File: src/rtl/iterative_shift_right_if.sv
// Handshake and data bundle for the iterative right shifter.
// The master issues start/operands; the slave returns busy/done/result.
interface iterative_shift_right_if #(
  parameter int WIDTH   = 32,
  parameter int SHAMT_W = 5
);
  logic               start;
  logic [WIDTH-1:0]   in_data;
  logic [SHAMT_W-1:0] shamt;
  logic               arith;
  logic               busy;
  logic               done;
  logic [WIDTH-1:0]   out_data;

  modport master (
    output start, in_data, shamt, arith,
    input  busy, done, out_data
  );

  modport slave (
    input  start, in_data, shamt, arith,
    output busy, done, out_data
  );
endinterface

File: src/rtl/iterative_shift_right.sv
// Multi-cycle right shifter (logical/arithmetic), one bit position per clock.
// The result register holds its value from the done cycle until the next completion.
module iterative_shift_right #(
  parameter int WIDTH   = 32,
  parameter int SHAMT_W = 5
) (
  input  logic                   clk,
  input  logic                   rst,
  iterative_shift_right_if.slave bus
);

  typedef enum logic [1:0] {IDLE, SHIFT, DONE} state_t;

  state_t             state;
  logic [SHAMT_W-1:0] cnt;
  logic [WIDTH-1:0]   work;
  logic               fill;
  logic [WIDTH-1:0]   result;

  // The fill bit is latched at capture, so every step shifts in the same value.
  function automatic logic [WIDTH-1:0] shift_step(input logic [WIDTH-1:0] w,
                                                  input logic             f);
    return {f, w[WIDTH-1:1]};
  endfunction

  always_ff @(posedge clk) begin
    if (rst) begin
      state  <= IDLE;
      cnt    <= '0;
      work   <= '0;
      fill   <= 1'b0;
      result <= '0;
    end else begin
      case (state)
        IDLE, DONE: begin
          if (bus.start) begin
            state <= SHIFT;
            work  <= bus.in_data;
            cnt   <= bus.shamt;
            fill  <= bus.arith & bus.in_data[WIDTH-1];
          end else begin
            state <= IDLE;
          end
        end
        SHIFT: begin
          // One extra SHIFT cycle at cnt==0 moves the finished word into result.
          if (cnt != '0) begin
            work <= shift_step(work, fill);
            cnt  <= cnt - SHAMT_W'(1);
          end else begin
            result <= work;
            state  <= DONE;
          end
        end
        default: state <= IDLE;
      endcase
    end
  end

  assign bus.busy     = (state == SHIFT);
  assign bus.done     = (state == DONE);
  assign bus.out_data = result;

endmodule

File: src/flat_wrapper.sv
// flat-port wrapper written by rule: the top's interface ports become plain ports
module iterative_shift_right_flat 
#(
  parameter int WIDTH   = 32,
  parameter int SHAMT_W = 5
)
  (clk, rst, bus_start, bus_in_data, bus_shamt, bus_arith, bus_busy, bus_done, bus_out_data);
  iterative_shift_right_if #(.WIDTH(WIDTH), .SHAMT_W(SHAMT_W)) bus_i ();
  input  logic clk;
  input  logic rst;
  input wire logic [$bits(bus_i.start)-1:0] bus_start;
  input wire logic [$bits(bus_i.in_data)-1:0] bus_in_data;
  input wire logic [$bits(bus_i.shamt)-1:0] bus_shamt;
  input wire logic [$bits(bus_i.arith)-1:0] bus_arith;
  output wire logic [$bits(bus_i.busy)-1:0] bus_busy;
  output wire logic [$bits(bus_i.done)-1:0] bus_done;
  output wire logic [$bits(bus_i.out_data)-1:0] bus_out_data;
  assign bus_i.start = bus_start;
  assign bus_i.in_data = bus_in_data;
  assign bus_i.shamt = bus_shamt;
  assign bus_i.arith = bus_arith;
  assign bus_busy = bus_i.busy;
  assign bus_done = bus_i.done;
  assign bus_out_data = bus_i.out_data;
  iterative_shift_right #(.WIDTH(WIDTH), .SHAMT_W(SHAMT_W)) u_core (.clk(clk), .rst(rst), .bus(bus_i));
endmodule
File: config.mk
export PLATFORM = sky130hd
export DESIGN_NAME = iterative_shift_right_flat
export DESIGN_NICKNAME = d
export VERILOG_FILES = /design/src/rtl/iterative_shift_right_if.sv /design/src/rtl/iterative_shift_right.sv /design/src/flat_wrapper.sv
export SDC_FILE = /design/constraint.sdc
export NUM_CORES = 1
export LEC_CHECK = 0
export BUFFER_PORTS_ARGS = -buffer_cell sky130_fd_sc_hd__buf_2
export CAP_MARGIN = 15
export CORE_MARGIN = 4
export CORE_UTILIZATION = 52
export DETAILED_ROUTE_END_ITERATION = 12
export PLACE_DENSITY = 0.86
export SLEW_MARGIN = 5
export SYNTH_ARGS = -nofsm -noshare
export SYNTH_HDL_FRONTEND = slang
export SYNTH_SLANG_ARGS = --single-unit
File: constraint.sdc
create_clock -name clk -period 1.9 [get_ports clk]
set_input_delay 0.095 -clock clk [delete_from_list [all_inputs] [get_ports clk]]
set_output_delay 0.095 -clock clk [all_outputs]
set_load 0.05 [all_outputs]
==> metrics.txt, run 1 <==
largest area contributor in the netlist dfxtp_1; footprint of the multi-input gates 1300 sq um; Max Clock Skew 0.0100 ns; actual slew at the worst max-slew pin 0.416 ns; initial DRC count 200; cell chain of the critical path nand2b_2 -> inv_4 -> buf_4 -> clkbuf_4; sequential fraction of the synthesis area 0.496; count leader, synth nand2_1; number of port buffers 74; Crit path depth 4; CP Capture Point bus_busy; largest stage delay on the critical path 0.32 ns; critical path's slowest cell dfxtp_1; global placer's final weighted congestion 0.817; crit share post-route 0.951; WL per Instance 14.0 um; Min Hold Slack 0.0112 ns; chip height 82.7 um; Place WS 0.158 ns; Synth Instances 366; full die area 6840 sq um; layout cell share with drive strength beyond 1 0.249; crit path kind reg -> out; Initial Util 0.551; DPL Wire Length 4620 um; critical path's top delay family buffers and inverters; vias in the first global route 2606; GRT overflow 0; reg2reg path depth 7; critical path required time 1.80 ns; VDD IR max 0.627 mV; via density per instance 5.45; Fin. Hold Viols 0; number of buffers on the longest clock path 2; H-tree Lvls 3; max_slew headroom 0.722; achievable clock frequency 0.553 GHz; DR vias 2768; area delta synth->final 23.3%; Sink Count 72; Layout fillers 461; WL final 7130 um; setup TNS 0 ns; Finish-stage setup viols 0; Power Dens Cells 1080 nW/um^2; prevailing post-synth register cell dfxtp_1; clock-pin slew on the worst setup and hold paths 0.08 ns; largest net degree at the start of global routing 73; CP Capture Type primary output; GR Util met2 0.383; Crit path buffers/inverters 3; min cycle time layout 1.81 ns; CTS root buffer clkbuf_8; Die X 82.7 um; # rows 26; synth top area cells dfxtp_1 (50%), nand2_1 (17%), a311oi_1 (10%), a21oi_1 (6.5%), nor2_1 (4.9%); Antenna Nets Post-Route 0; type of the most critical hold path in -> reg; global routing usage on met1 0.259; Critical Path AT 1.71 ns; Post-Syn Nets 408; Tot GR Track Use 0.219; leakage 1.50 nW; drt pass-1 iters 4; first-pass GRT wire length 11500 um; Post-layout nets 475; DRC viols 0; Yosys warning total 0; Global Route met3 Usage 0.0510; Netlist cell types 28; register-to-register setup slack 0.14 ns; CP max FO 15; reg2reg start u_core.cnt[0]$_SDFFE_PP0P_; critical path launch point u_core.state[1]$_SDFFE_PP0P_; Slew Limit Fails 0; maximum capacitance violations 0; Core Area 5270 sq um; GR peak layer met2; Post-synth top cells nand2_1 (132), dfxtp_1 (72), a21oi_1 (38), nor2_1 (38), a311oi_1 (33); sequential cell area 1440 sq um; worst-skew pair later-pin latency 0.34 ns; post-synth top area share 0.496; R2R Path End u_core.work[23]$_SDFFE_PP0P_; total CTS buffers 9; RSZ-0062 raised after global routing no; #FFs+latches synth 72; CTS tree yes; Post-synth EDFFs 0; status finished, final reports clean; slack of the critical path 0.0932 ns; critical path launch point type register; Antenna Cells 0; cell area after synthesis 2900 sq um; IO Count 75; FFs w/ async S/R, synth 0; syn_area_per_cell 7.93 sq um; initial antenna violation count 0
-- per-stage QoR --
| step | power (W) | util | area [sq um] | std cells |
|---|---|---|---|---|
| 2_1_floorplan | 0.00231 | - | 2900 | 366 |
| 3_3_place_gp | 0.00248 | 0.633 | 3330 | 491 |
| 3_5_place_dp | 0.00251 | 0.633 | 3330 | 491 |
| 4_1_cts | 0.00387 | 0.676 | 3560 | 507 |
| 5_1_grt | 0.00404 | 0.679 | 3580 | 508 |
| 6_report | 0.00387 | 0.679 | 3580 | 508 |
-- worst min-delay path by stage --
stage / startpoint / to / slack (ns) / cells past startpoint
2_1_floorplan: bus_in_data[31] / u_core.fill$_SDFFE_PP0P_ / 0.25 / 2
3_3_place_gp: bus_in_data[26] / u_core.work[26]$_SDFFE_PP0P_ / 0.36 / 3
3_5_place_dp: bus_in_data[29] / u_core.work[29]$_SDFFE_PP0P_ / 0.37 / 3
4_1_cts: bus_in_data[29] / u_core.work[29]$_SDFFE_PP0P_ / 0.002 / 3
5_1_grt: bus_in_data[5] / u_core.work[5]$_SDFFE_PP0P_ / 0.01 / 3
6_report: bus_in_data[29] / u_core.work[29]$_SDFFE_PP0P_ / 0.01 / 3
-- what timing repair did --
action | in CTS | in global routing
hold buffers | 0 | 0
buffers inserted | 0 | 1
resized for setup | 0 | 3
setup endpoints to repair | 0 | 13
-- worst reg2reg max path: cells and delay by family (launching register included) --
family / cells / cell delay [ns]
flip-flops: 1 / 0.35
adder cells (fa/ha/maj): 1 / 0.23
AND/OR/NAND/NOR: 2 / 0.27
buffers and inverters: 2 / 0.30
AO/OA/AOI/OAI: 2 / 0.51
-- power breakdown --
group	internal, W	switching, W	leakage [nW]
Clock	0.000779	0.000596	0.109
Combinational	0.000272	0.000477	0.798
Sequential	0.00165	0.000101	0.590
-- layout by cell type (no fill, tap or decap), types with 3 or more instances in the layout --
master	n
nor2_1	38
buf_2	73
a311oi_1	33
a21oi_1	37
nor2b_1	3
buf_12	4
nand2_1	132
dfxtp_1	72
clkbuf_8	10
buf_4	7
-- routing by layer --
metal  vias to the layer above  share of wire
li1                       1367              -
met5                         -              0
met3                        12          0.065
met2                        93           0.50
met4                         0          0.013
met1                      1296           0.42
-- area by class of cell --
| type | count | area share |
|---|---|---|
| Sequential cell | 72 | 0.403 |
| Clock buffer | 10 | 0.0384 |
| Multi-Input combinational cell | 262 | 0.364 |
| Inverter | 3 | 0.00384 |
| Clock inverter | 6 | 0.0259 |
| Timing Repair Buffer | 85 | 0.141 |
| Tap cell | 70 | 0.0245 |
-- state kept, by name, indices dropped and copies added (netlist names) --
name,cells
u_core.bus.out_data,32
u_core.work,32
u_core.fill,1
u_core.cnt,5
u_core.state,2
-- cell families after synthesis --
group                      Yosys count  share of synthesized area
and+or+nand+nor                    181                      0.250
AOI/OAI and AO/OA                   78                      0.184
DFF                                 72                      0.496
buffers and inverters               32                     0.0573
muxes                                2                    0.00732
adders and majority gates            1                    0.00431
No activity file was read; power rests on OpenSTA's default activity.
==> inputs of run 2 (changes only) <==
- BUFFER_PORTS_ARGS: -buffer_cell sky130_fd_sc_hd__buf_2 -> -buffer_cell sky130_fd_sc_hd__buf_4
==> run 2 against run 1 <==
  * Sequential power is essentially flat
  * Total power fell by 4.6%
  * Critical endpoint is now u_core.cnt[2]$_SDFFE_PP0P_
  * Maximum frequency rose by 0.20%
==> metrics.txt, run 2 (synthesis results as in run 1) <==
status finished, final reports clean; crit path kind reg -> reg; RSZ-0062 raised after global routing yes; WL per Instance 14.3 um; DR vias 2753; VDD IR max 0.656 mV; Die X 82.7 um; actual slew at the worst max-slew pin 0.693 ns; Power Dens Cells 991 nW/um^2; Cell Area, Placed 3500 sq um; achievable clock frequency 0.555 GHz; min cycle time layout 1.80 ns; critical path required time 2.16 ns; Initial Util 0.551; DRC viols 0; WL final 7270 um; total CTS buffers 9; vias in the first global route 2560; Sink Count 72; via density per instance 5.42; drt pass-1 iters 4; Slew Limit Fails 0; number of buffers on the longest clock path 2; commonest cells after routing, fill and taps aside nand2_1 (132), buf_4 (84), dfxtp_1 (72); Tot GR Track Use 0.217; CTS tree yes; crit share post-route 0.949; max_slew headroom 0.538; initial antenna violation count 0; CTS root buffer clkbuf_8; Critical Path AT 2.06 ns; critical path launch point type register; leakage 1.53 nW; DPL Wire Length 4890 um; Post-layout nets 478; worst-skew pair later-pin latency 0.33 ns; # rows 26; initial DRC count 185; largest net degree at the start of global routing 73; CP max FO 4; Antenna Nets Post-Route 0; global placer's final weighted congestion 0.786; chip height 82.7 um; Layout fillers 431; Final Cell Area 3730 sq um; GRT overflow 0; type of the most critical hold path in -> reg; IO Count 75; CP Capture Type register; maximum capacitance violations 0; total chip power 0.00369 W; layout cell share with drive strength beyond 1 0.242; Antenna Cells 0; number of port buffers 74; Min Hold Slack 0.0328 ns; Fin. Hold Viols 0; clock-pin slew on the worst setup and hold paths 0.07 ns; full die area 6840 sq um; H-tree Lvls 3; Finish-stage setup viols 0; first-pass GRT wire length 11400 um; commonest non-fill, non-tap cell in the layout nand2_1; Core Area 5270 sq um; area delta synth->final 28.3%; Max Clock Skew 0.00282 ns
-- run 2: power breakdown --
| group | internal (W) | switching, W |
|---|---|---|
| clock network | 0.000622 | 0.000501 |
| registers | 0.00165 | 0.000108 |
| logic | 0.000326 | 0.000488 |
| total | 0.00260 | 0.00110 |
-- run 2: path summary, 6_finish.rpt --
check | start | slack (ns) | cells after the start | end
worst min register to register | u_core.bus.out_data[7]$_SDFFE_PP0P_ | 0.45 | 2 | u_core.bus.out_data[7]$_SDFFE_PP0P_
worst max-delay path | u_core.cnt[0]$_SDFFE_PP0P_ | 0.1 | 6 | u_core.cnt[2]$_SDFFE_PP0P_
worst max register to register | u_core.cnt[0]$_SDFFE_PP0P_ | 0.1 | 6 | u_core.cnt[2]$_SDFFE_PP0P_
worst min-delay path | bus_in_data[20] | 0.03 | 3 | u_core.work[20]$_SDFFE_PP0P_
-- run 2: repair_timing --
action	in CTS	in global routing
endpoints found under the setup margin	0	9
hold buffers	0	0
buffers inserted	0	1
gates resized for setup	0	1
-- run 2: cell type report --
type,count,area (sq um),share of cell area
multi-input combinational,263,1320,0.353
timing repair buffer,87,696,0.187
sequential,72,1440,0.387
tap,70,87.6,0.0235
inverter,3,11.3,0.00302
clock inverter,1,30.0,0.00806
clock buffer,12,145,0.0389
-- run 2: through the flow --
step	setup TNS [ns]	util	setup WS, ns	std cells
2_1_floorplan	0	-	0.369	366
3_3_place_gp	0	0.665	0.246	492
3_5_place_dp	0	0.665	0.113	492
4_1_cts	0	0.698	0.0801	505
5_1_grt	-0.00276	0.707	-0.00276	508
6_report	0	0.707	0.0969	508
-- run 2: worst max-delay path, cell delays in order, from the launching register on --
cell and delay [ns]:
dfxtp_1 0.32, inv_1 0.09, ha_1 0.23, or4b_4 0.51, a21oi_1 0.28, o21ai_0 0.15, a21oi_1 0.15
-- run 2: metal layers --
metal / vias up / share of wire / global-route usage
met5: - / 0 / 0
met4: 0 / 0.017 / 0.0980
met3: 11 / 0.064 / 0.0423
met2: 91 / 0.50 / 0.378
met1: 1279 / 0.42 / 0.257
li1: 1372 / - / -
